<file path="src/rtl/imm_encoder.sv">
// Immediate encoder: builds RV64 I/B words and LI (ADDI or LUI+ADDIW)
// sequences from signed immediates, one word per cycle on a valid/ready stream.
module imm_encoder #(
  parameter int XLEN = 64
) (
  input  logic            clk,
  input  logic            reset,
  input  logic            req_valid,
  output logic            req_ready,
  input  logic [1:0]      req_kind,
  input  logic [2:0]      req_funct3,
  input  logic [4:0]      req_rd,
  input  logic [4:0]      req_rs1,
  input  logic [4:0]      req_rs2,
  input  logic [XLEN-1:0] req_imm,
  output logic            out_valid,
  input  logic            out_ready,
  output logic [31:0]     out_instr,
  output logic            out_last,
  output logic            err
);

  typedef enum logic {IDLE, PEND} state_t;

  state_t      state, state_nx;
  logic [31:0] pend_q;
  logic        accept, consume;
  logic        sx11, sx12, sx31;
  logic        legal, two, last1;
  logic [31:0] w1;
  logic [19:0] hi;
  logic [31:0] i_word, b_word;
  logic [31:0] addi_word, lui_word, addiw_word;

  assign req_ready = (state == IDLE) && (!out_valid || out_ready);
  assign accept    = req_valid && req_ready;
  assign consume   = out_valid && out_ready;

  assign sx11 = (&req_imm[63:11]) | ~(|req_imm[63:11]);
  assign sx12 = (&req_imm[63:12]) | ~(|req_imm[63:12]);
  assign sx31 = (&req_imm[63:31]) | ~(|req_imm[63:31]);

  // Rounding up by imm[11] compensates for ADDIW sign-extending lo.
  assign hi = req_imm[31:12] + {19'd0, req_imm[11]};

  assign i_word = {req_imm[11:0], req_rs1, req_funct3,
                   req_rd, 7'b0010011};
  assign b_word = {req_imm[12], req_imm[10:5], req_rs2,
                   req_rs1, req_funct3, req_imm[4:1],
                   req_imm[11], 7'b1100011};
  assign addi_word  = {req_imm[11:0], 5'd0, 3'b000,
                       req_rd, 7'b0010011};
  assign lui_word   = {hi, req_rd, 7'b0110111};
  assign addiw_word = {req_imm[11:0], req_rd, 3'b000,
                       req_rd, 7'b0011011};

  always_comb begin
    legal = 1'b0;
    two   = 1'b0;
    last1 = 1'b1;
    w1    = '0;
    unique case (req_kind)
      2'd0: begin
        legal = sx11;
        w1    = i_word;
      end
      2'd1: begin
        legal = sx12 & ~req_imm[0];
        w1    = b_word;
      end
      2'd2: begin
        legal = sx31;
        if (sx11) begin
          w1 = addi_word;
        end else begin
          w1    = lui_word;
          two   = |req_imm[11:0];
          last1 = ~two;
        end
      end
      default: begin
        legal = 1'b0;
      end
    endcase
  end

  always_ff @(posedge clk) begin
    if (reset) state <= IDLE;
    else       state <= state_nx;
  end

  always_comb begin
    state_nx = state;
    unique case (state)
      IDLE:    if (accept && legal && two) state_nx = PEND;
      PEND:    if (consume) state_nx = IDLE;
      default: state_nx = IDLE;
    endcase
  end

  always_ff @(posedge clk) begin
    if (reset) begin
      out_valid <= 1'b0;
      out_instr <= '0;
      out_last  <= 1'b0;
      err       <= 1'b0;
      pend_q    <= '0;
    end else begin
      err <= accept && !legal;
      if (accept) begin
        out_valid <= legal;
        if (legal) begin
          out_instr <= w1;
          out_last  <= last1;
          pend_q    <= addiw_word;
        end
      end else if (consume) begin
        if (state == PEND) begin
          out_instr <= pend_q;
          out_last  <= 1'b1;
        end else begin
          out_valid <= 1'b0;
        end
      end
    end
  end

endmodule

</file>
<file path="config.mk">
export PLATFORM = sky130hd
export DESIGN_NAME = imm_encoder
export DESIGN_NICKNAME = d
export VERILOG_FILES = /design/src/rtl/imm_encoder.sv
export SDC_FILE = /design/constraint.sdc
export NUM_CORES = 1
export LEC_CHECK = 0
export ABC_AREA = 1
export ABC_CLOCK_PERIOD_IN_PS = 5000
export BUFFER_PORTS_ARGS = -buffer_cell sky130_fd_sc_hd__buf_2
export CORE_MARGIN = 4
export CORE_UTILIZATION = 55
export CTS_BUF_LIST = sky130_fd_sc_hd__clkbuf_8
export CTS_CLUSTER_SIZE = 24
export DETAILED_ROUTE_END_ITERATION = 10
export GPL_ROUTABILITY_DRIVEN = 0
export PLACE_DENSITY = 0.91
export SLEW_MARGIN = 20
export SYNTH_ARGS = -nofsm -noshare
export SYNTH_HDL_FRONTEND = slang
export SYNTH_SLANG_ARGS = --single-unit
</file>
<file path="constraint.sdc">
create_clock -name clk -period 5 [get_ports clk]
set_input_delay 0.25 -clock clk [delete_from_list [all_inputs] [get_ports clk]]
set_output_delay 0.25 -clock clk [all_outputs]
set_load 0.01 [all_outputs]
</file>
# Word level (Yosys, flattened, before mapping)
# Cells that the tools add are included.
# classes
n_mux	21
n_eq_ne	4
reduce_logical	22
bitwise	10
addsub	1
# ops
op	n
$mux W32	5
$pmux W32 S3	1
$reduce_and A53 Y1	1
$reduce_or A53 Y1	1
$reduce_and A52 Y1	1
$reduce_or A52 Y1	1
$reduce_and A33 Y1	1
$reduce_or A33 Y1	1
$add A20 B1 Y20	1
$mux W1	13
$reduce_or A12 Y1	1
$logic_and A1 B1 Y1	6
$not A1 Y1	6
$ne A2 B1 Y1 const B	2
$reduce_and A2 Y1	2
$reduce_bool A2 Y1	2
$or A1 B1 Y1	3
$pmux W1 S3	1
$reduce_and A3 Y1	1
$eq A2 B1 Y1 const B	1
$eq A2 B2 Y1 const B	1
$logic_not A1 Y1	2
$logic_not A2 Y1	1
$pmux W1 S2	1
2 further kinds	2
# totals
regBits	62
out_inout_bits	36
input_bits	88

# Longest topological paths before layout
# Gate-level depths: netlist (run 1).
# logic_depth
depth_word	9
depth_mapped	17
depth_no_buf	17

# Worst setup path after synthesis (run 1)
# No wires, ideal clock.
# synth_timing
path_kind	register to register
startpoint	register out_valid
endpoint	register out_instr[24]
path_buffers	1
arrival_ns	1.708
path_stages_with_launch	10
period_less_slack_ns	1.819
setup_slack_ns	3.181
t_required_ns	4.888
cell_sequence	dfxtp_1 a21oi_2 nand2_1 a21oi_1 nand2_4 nand2_4 buf_6 nand3_1 nor2_1 nor2_1
# synth_between
elab_chain_len	6
word_cells_on_any_way	10
# synth_rtl
item	line_no	rtl
from (decl)	16	output logic out_valid,
from (signal assigned)	111	out_valid <= legal;
$logic_not A1 Y1 *	35	assign req_ready = (state == IDLE) && (!out_valid || out_ready);
$logic_or A1 B1 Y1 *	35	
$logic_and A1 B1 Y1 *	35	
via req_ready	9	output logic req_ready,
$logic_and A1 B1 Y1 *	36	assign accept = req_valid && req_ready;
$ne A2 B1 Y1 (no source line) or $reduce_bool A2 Y1 (tied branches)	-	
$reduce_and A3 Y1 (no source line)	-	
to (signal assigned)	113	out_instr <= w1;
to (signal assigned)	119	out_instr <= pend_q;
to (decl)	18	output logic [31:0] out_instr,
# The timed path passes the listed nets; every way through them passes the cells marked *.
# A chain may end at the register's enable or synchronous reset.

# Worst setup path in the final report (run 1)
# layout_timing
startpoint	register out_valid
endpoint	register out_instr[9]
# layout_between
elab_chain_len	6
word_cells_on_any_way	10
# layout_rtl
item	line_no
$logic_not A1 Y1	35
$logic_or A1 B1 Y1	35
$logic_and A1 B1 Y1	35
$logic_and A1 B1 Y1	36
$ne A2 B1 Y1 (no source line) or $reduce_bool A2 Y1 (tied branches)	-
$reduce_and A3 Y1 (no source line)	-
# Several ways; a longest one is shown, not always the timed one.

==> results.txt, run 1 <==
outcome: completed
GRT Max-Usage Layer: met2
multiplexer share of the synthesized area: 0%
iteration count of the initial detailed-routing pass: 6
Post-Synth XOR/XNOR Area: 2.49%
final non-filler cell total: 949
PwrDens: 202 nW/um^2
core area: 7370 sq um
number of antenna repair diodes: 0
Final TNS setup: 0 ns
DRT iter0 DRCs: 413
largest net degree at the start of global routing: 43
PnR Total Power: 990 uW
post-synthesis sequential area ratio: 25.1%
commonest non-fill, non-tap cell in the layout: nand2_1
Comb power frac: 26.0%
Synth cell types: 35
GR Layer Usage met1: 38.9%
post-cts gate resize count: 0
crit path launch type: register
Filler cells: 712
post-synthesis cell count: 748
max_cap viols: 0
first-pass GRT wire length: 19.9 mm
Max clock buf depth: 2
Synth Net Count: 839
Area Growth Syn to Fin: 16.1%
GRT met2 Usage: 42.7%
Final min period: 2.95 ns
P_int: 681 uW
Via Count: 4938
overflow left after global routing: 0
Setup Fix Bufs, Post-CTS: 0
reg2reg path depth: 8
Slew Viols, Final: 0
CP startpoint: out_valid
Synth Cell Area: 4230 sq um
Total GRT Usage: 27.2%
Core Util, Final: 66.6%
post-synth top area share: 25.1%
largest fanout on the critical path: 42
CTS Hold Bufs: 0
via/cell ratio: 5.20
Die Y: 95.7 microns
io pins: 124
post-synthesis simple-gate area fraction: 48.4%
number of global-route vias before repair: 4348
NumNets Final: 941
largest family of logic cells by synthesized area: simple AND/OR/NAND/NOR gates
Max Clock Freq: 0.339 GHz
Arr. time, crit path: 3.17 ns
#FFs+latches synth: 53
Hold Crit Start: req_rd[4]
largest cells by area after synthesis: dfxtp_1 25%, nand2_1 21%, nor2_1 13%
Seq pwr share: 45.7%
CTS Buf Count: 5
Port Buffers: 123
clock skew: 0.00600 ns
P_leak: 2.47 nW
commonest cells after routing, fill and taps aside: 237 x nand2_1, 146 x nor2_1, 123 x buf_2
DP Wirelength: 9.59 mm
synthesized area per cell: 5.65 sq um
CTS H-tree lvls: 2
worst skew pair latency: 0.30 ns
Site Rows: 31
Crit. End Element: register
grt met3 use: 4.03%
CTS root buf: clkbuf_8
yosys warns: 0
Routed wire per std cell: 13.0 microns
CTS tree: done
Hold WS: 0.258 ns
hold crit path type: primary input to register
Post-Route WL: 12.4 mm
Die W: 95.7 microns
clock power share: 28.2%
area used by multi-input combinational logic: 2670 sq um
final hold viol count: 0
worst vdd ir: 0.187 mV
Setup WS pre-CTS: 2.15 ns
DP Area: 4800 sq um
hold path depth: 3
dpl cells: 942
FF+latch area: 1060 sq um
Setup CP Type: register to register
Synth Area in Adders: 0.888%
ANT nets after route: 0
final instance area: 4910 sq um
CTS sink count: 53
WP data required: 5.22 ns
switching power: 308 uW
Worst-Margin Slew: 1.06 ns
Synth Area in Compound Gates: 11.3%
RSZ-0062 raised after global routing: no
Synth area leader: dfxtp_1
slack of the critical path: 2.05 ns
Initial Util: 57.3%
Die ar.: 9150 sq um
CTS clk-pin slew, worst paths: 0.08 ns
endpoints failing setup: 0
reg2reg start: out_valid
sw frac: 31.1%
slew margin rel.: 29.0%
antenna violations before repair: 0
period utilization: 59.0%
fraction of layout cells with a size suffix above 1: 18.7%
DRC: 0
## layer usage
metal  vias to the layer above  routed length, microns
met2                       236                    5550
met4                         0                     244
met1                      2145                    5430
li1                       2526                       -
met3                        31                    1160
met5                         -                       0
## path summary, 6_finish.rpt
kind,endpoint,slack (ns)
hold / removal,pend_q[19],0.26
setup reg to reg,out_instr[9],2.05
setup / recovery,out_instr[9],2.05
hold reg to reg,out_last,0.45
## registers in the layout (all words and copies together), names as in the netlist
register   cells
out_instr     31
pend_q        18
err            1
out_last       1
out_valid      1
state          1
## cell usage after synthesis (all sizes together)
cell	n
inv	89
nand3b	2
nor4	2
dfxtp	53
nand3	51
nand2	253
nor2	148
o21bai	2
xnor2	4
nor3	5
o22ai	1
a221oi	5
and2	1
o31ai	1
xor2	8
clkbuf	13
a31oi	1
and3	8
a21oi	42
o21ai	34
nand4	7
buf	15
ha	3
## cell type report
type / count / share of cell area (%)
timing repair buffer: 123 / 12.5
clock inverter: 2 / 0.714
tap: 99 / 2.52
sequential: 53 / 21.6
multi-input combinational: 578 / 54.4
clock buffer: 5 / 1.40
inverter: 89 / 6.81
## power by group through the flow
stage	combinational, mW	sequential [mW]	clock [mW]
floorplan	0.147	0.471	0
global placement	0.249	0.462	0
detailed placement	0.252	0.463	0
CTS	0.254	0.453	0.280
global route	0.291	0.455	0.296
finish	0.258	0.453	0.279
## cell families (layout without fill, tap and decap cells)
family,after synthesis,after routing
simple gates,477,477
buf+inv,117,219
compound gates,86,86
flops,53,53
xor+xnor,12,12
fa+ha+maj,3,3
## worst max-delay path, cell delays in order (launching register included)
cell	delay, ns
dfxtp_1	0.38
a21oi_2	0.07
nand2_1	0.64
inv_1	0.56
nand4_2	0.29
nand3_4	0.43
nand2_1	0.18
nand2_1	0.09
nor2_1	0.21
Power figures use the tool's default switching activity.
==> run 2, diff against run 1 <==
--- a/config.mk
+++ b/config.mk
@@ -6,15 +6,15 @@
 export NUM_CORES = 1
 export LEC_CHECK = 0
 export ABC_AREA = 1
-export ABC_CLOCK_PERIOD_IN_PS = 5000
+export ABC_CLOCK_PERIOD_IN_PS = 2490
 export BUFFER_PORTS_ARGS = -buffer_cell sky130_fd_sc_hd__buf_2
 export CORE_MARGIN = 4
-export CORE_UTILIZATION = 55
+export CORE_UTILIZATION = 49
 export CTS_BUF_LIST = sky130_fd_sc_hd__clkbuf_8
 export CTS_CLUSTER_SIZE = 24
 export DETAILED_ROUTE_END_ITERATION = 10
 export GPL_ROUTABILITY_DRIVEN = 0
-export PLACE_DENSITY = 0.91
+export PLACE_DENSITY = 0.86
 export SLEW_MARGIN = 20
 export SYNTH_ARGS = -nofsm -noshare
 export SYNTH_HDL_FRONTEND = slang
==> constraint.sdc (replaced) <==
create_clock -name clk -period 2.49 [get_ports clk]
set_input_delay 0.1245 -clock clk [delete_from_list [all_inputs] [get_ports clk]]
set_output_delay 0.1245 -clock clk [all_outputs]
set_load 0.01 [all_outputs]
==> results.txt, run 2 (synthesized netlist as in run 1, its figures left out) <==
outcome: completed
reg2reg start: out_valid
final hold viol count: 0
Largest regs: out_instr: 31 flops, pend_q: 18 flops
commonest non-fill, non-tap cell in the layout: nand2_1
Worst-Margin Slew: 0.501 ns
core area: 8300 sq um
largest net degree at the start of global routing: 43
Die Y: 101 microns
io pins: 124
NumNets Final: 950
antenna violations before repair: 0
ANT nets after route: 0
CTS Buf Count: 5
Slew Viols, Final: 0
DRT iter0 DRCs: 476
CP startpoint: out_valid
r2r endpoint: out_instr[26]
worst skew pair latency: 0.32 ns
via/cell ratio: 5.15
PwrDens: 390 nW/um^2
number of global-route vias before repair: 4508
Setup CP Type: register to register
Die ar.: 10200 sq um
iteration count of the initial detailed-routing pass: 5
largest fanout on the critical path: 42
Max clock buf depth: 2
endpoints failing setup: 0
CTS clk-pin slew, worst paths: 0.10 ns
RSZ-0062 raised after global routing: no
Via Count: 4973
number of antenna repair diodes: 0
clock skew: 0.0142 ns
Routed wire per std cell: 13.0 microns
slew margin rel.: 66.5%
overflow left after global routing: 0
Final TNS setup: 0 ns
Total GRT Usage: 24.6%
Site Rows: 33
Area Growth Syn to Fin: 17.6%
CTS Hold Bufs: 0
CTS H-tree lvls: 2
Crit. End Element: register
Core Util, Final: 59.9%
post-cts gate resize count: 0
Post-Route WL: 12.5 mm
hold crit path type: primary input to register
Port Buffers: 123
period utilization: 79.8%
Die W: 101 microns
max_cap viols: 0
hold path depth: 3
R2R setup slack: 0.50 ns
WP data required: 2.69 ns
CTS tree: done
DRC: 0
Reg with most FFs: out_instr
final instance area: 4970 sq um
Initial Util: 50.9%
Critical Path Sink: out_instr[26]
first-pass GRT wire length: 20.5 mm
Largest register FFs: 31
commonest cells after routing, fill and taps aside: 237 x nand2_1, 146 x nor2_1, 123 x buf_2
DP Area: 4880 sq um
Max Clock Freq: 0.503 GHz
P_leak: 2.50 nW
CTS sink count: 53
Final min period: 1.99 ns
CTS root buf: clkbuf_8
PnR Total Power: 1.94 mW
fraction of layout cells with a size suffix above 1: 19.7%
Arr. time, crit path: 2.19 ns
DP Wirelength: 10.1 mm
worst vdd ir: 0.233 mV
Setup Fix Bufs, Post-CTS: 0
reg2reg path depth: 9
crit path launch type: register
[run 2: cell type report]
cell class              count  area, sq um
clock inverters             3         21.3
repair buffers            132          683
inverters                  89          334
flip-flops and latches     53         1060
well taps                 105          131
clock buffers               5         68.8
fillers                   851         3330
multi-input cells         578         2670
[run 2: critical path, cell delays in order, from the launching register on]
cell and delay, ns:
dfxtp_1 0.40, a21oi_2 0.08, nand2_1 0.22, buf_4 0.31, nand2_1 0.13, nand3_4 0.09, buf_4 0.41, nand2_1 0.10
nand2_1 0.09, nor2_1 0.04
[run 2: per-layer routing]
metal,global-route usage (%),share of wire (%),up-vias
met5,0,0,-
li1,-,-,2549
met2,39.5,46,254
met4,6.94,1.6,0
met1,34.0,44,2146
met3,3.88,8.5,24
[run 2: through the flow]
step	worst slack, ns	hold slack [ns]	cells
final	0.502	0.114	965
after global routing	0.354	0.144	965
after global placement	0.378	0.419	957
after CTS	0.543	0.114	965
after detailed placement	0.307	0.438	957
after floorplan	0.671	0.194	748
[run 2: worst min-delay path by stage]
stage,from,endpoint
global placement,req_imm[0],pend_q[20]
global route,req_rd[1],pend_q[16]
floorplan,reset,pend_q[4]
CTS,req_imm[0],pend_q[20]
detailed placement,req_rd[1],pend_q[16]
finish,req_rd[1],pend_q[16]
[run 2: power breakdown]
group	switching [mW]	internal (mW)	total [mW]
logic	0.333	0.196	0.529
registers	0.0188	0.889	0.908
clock network	0.301	0.200	0.501
total	0.652	1.29	1.94
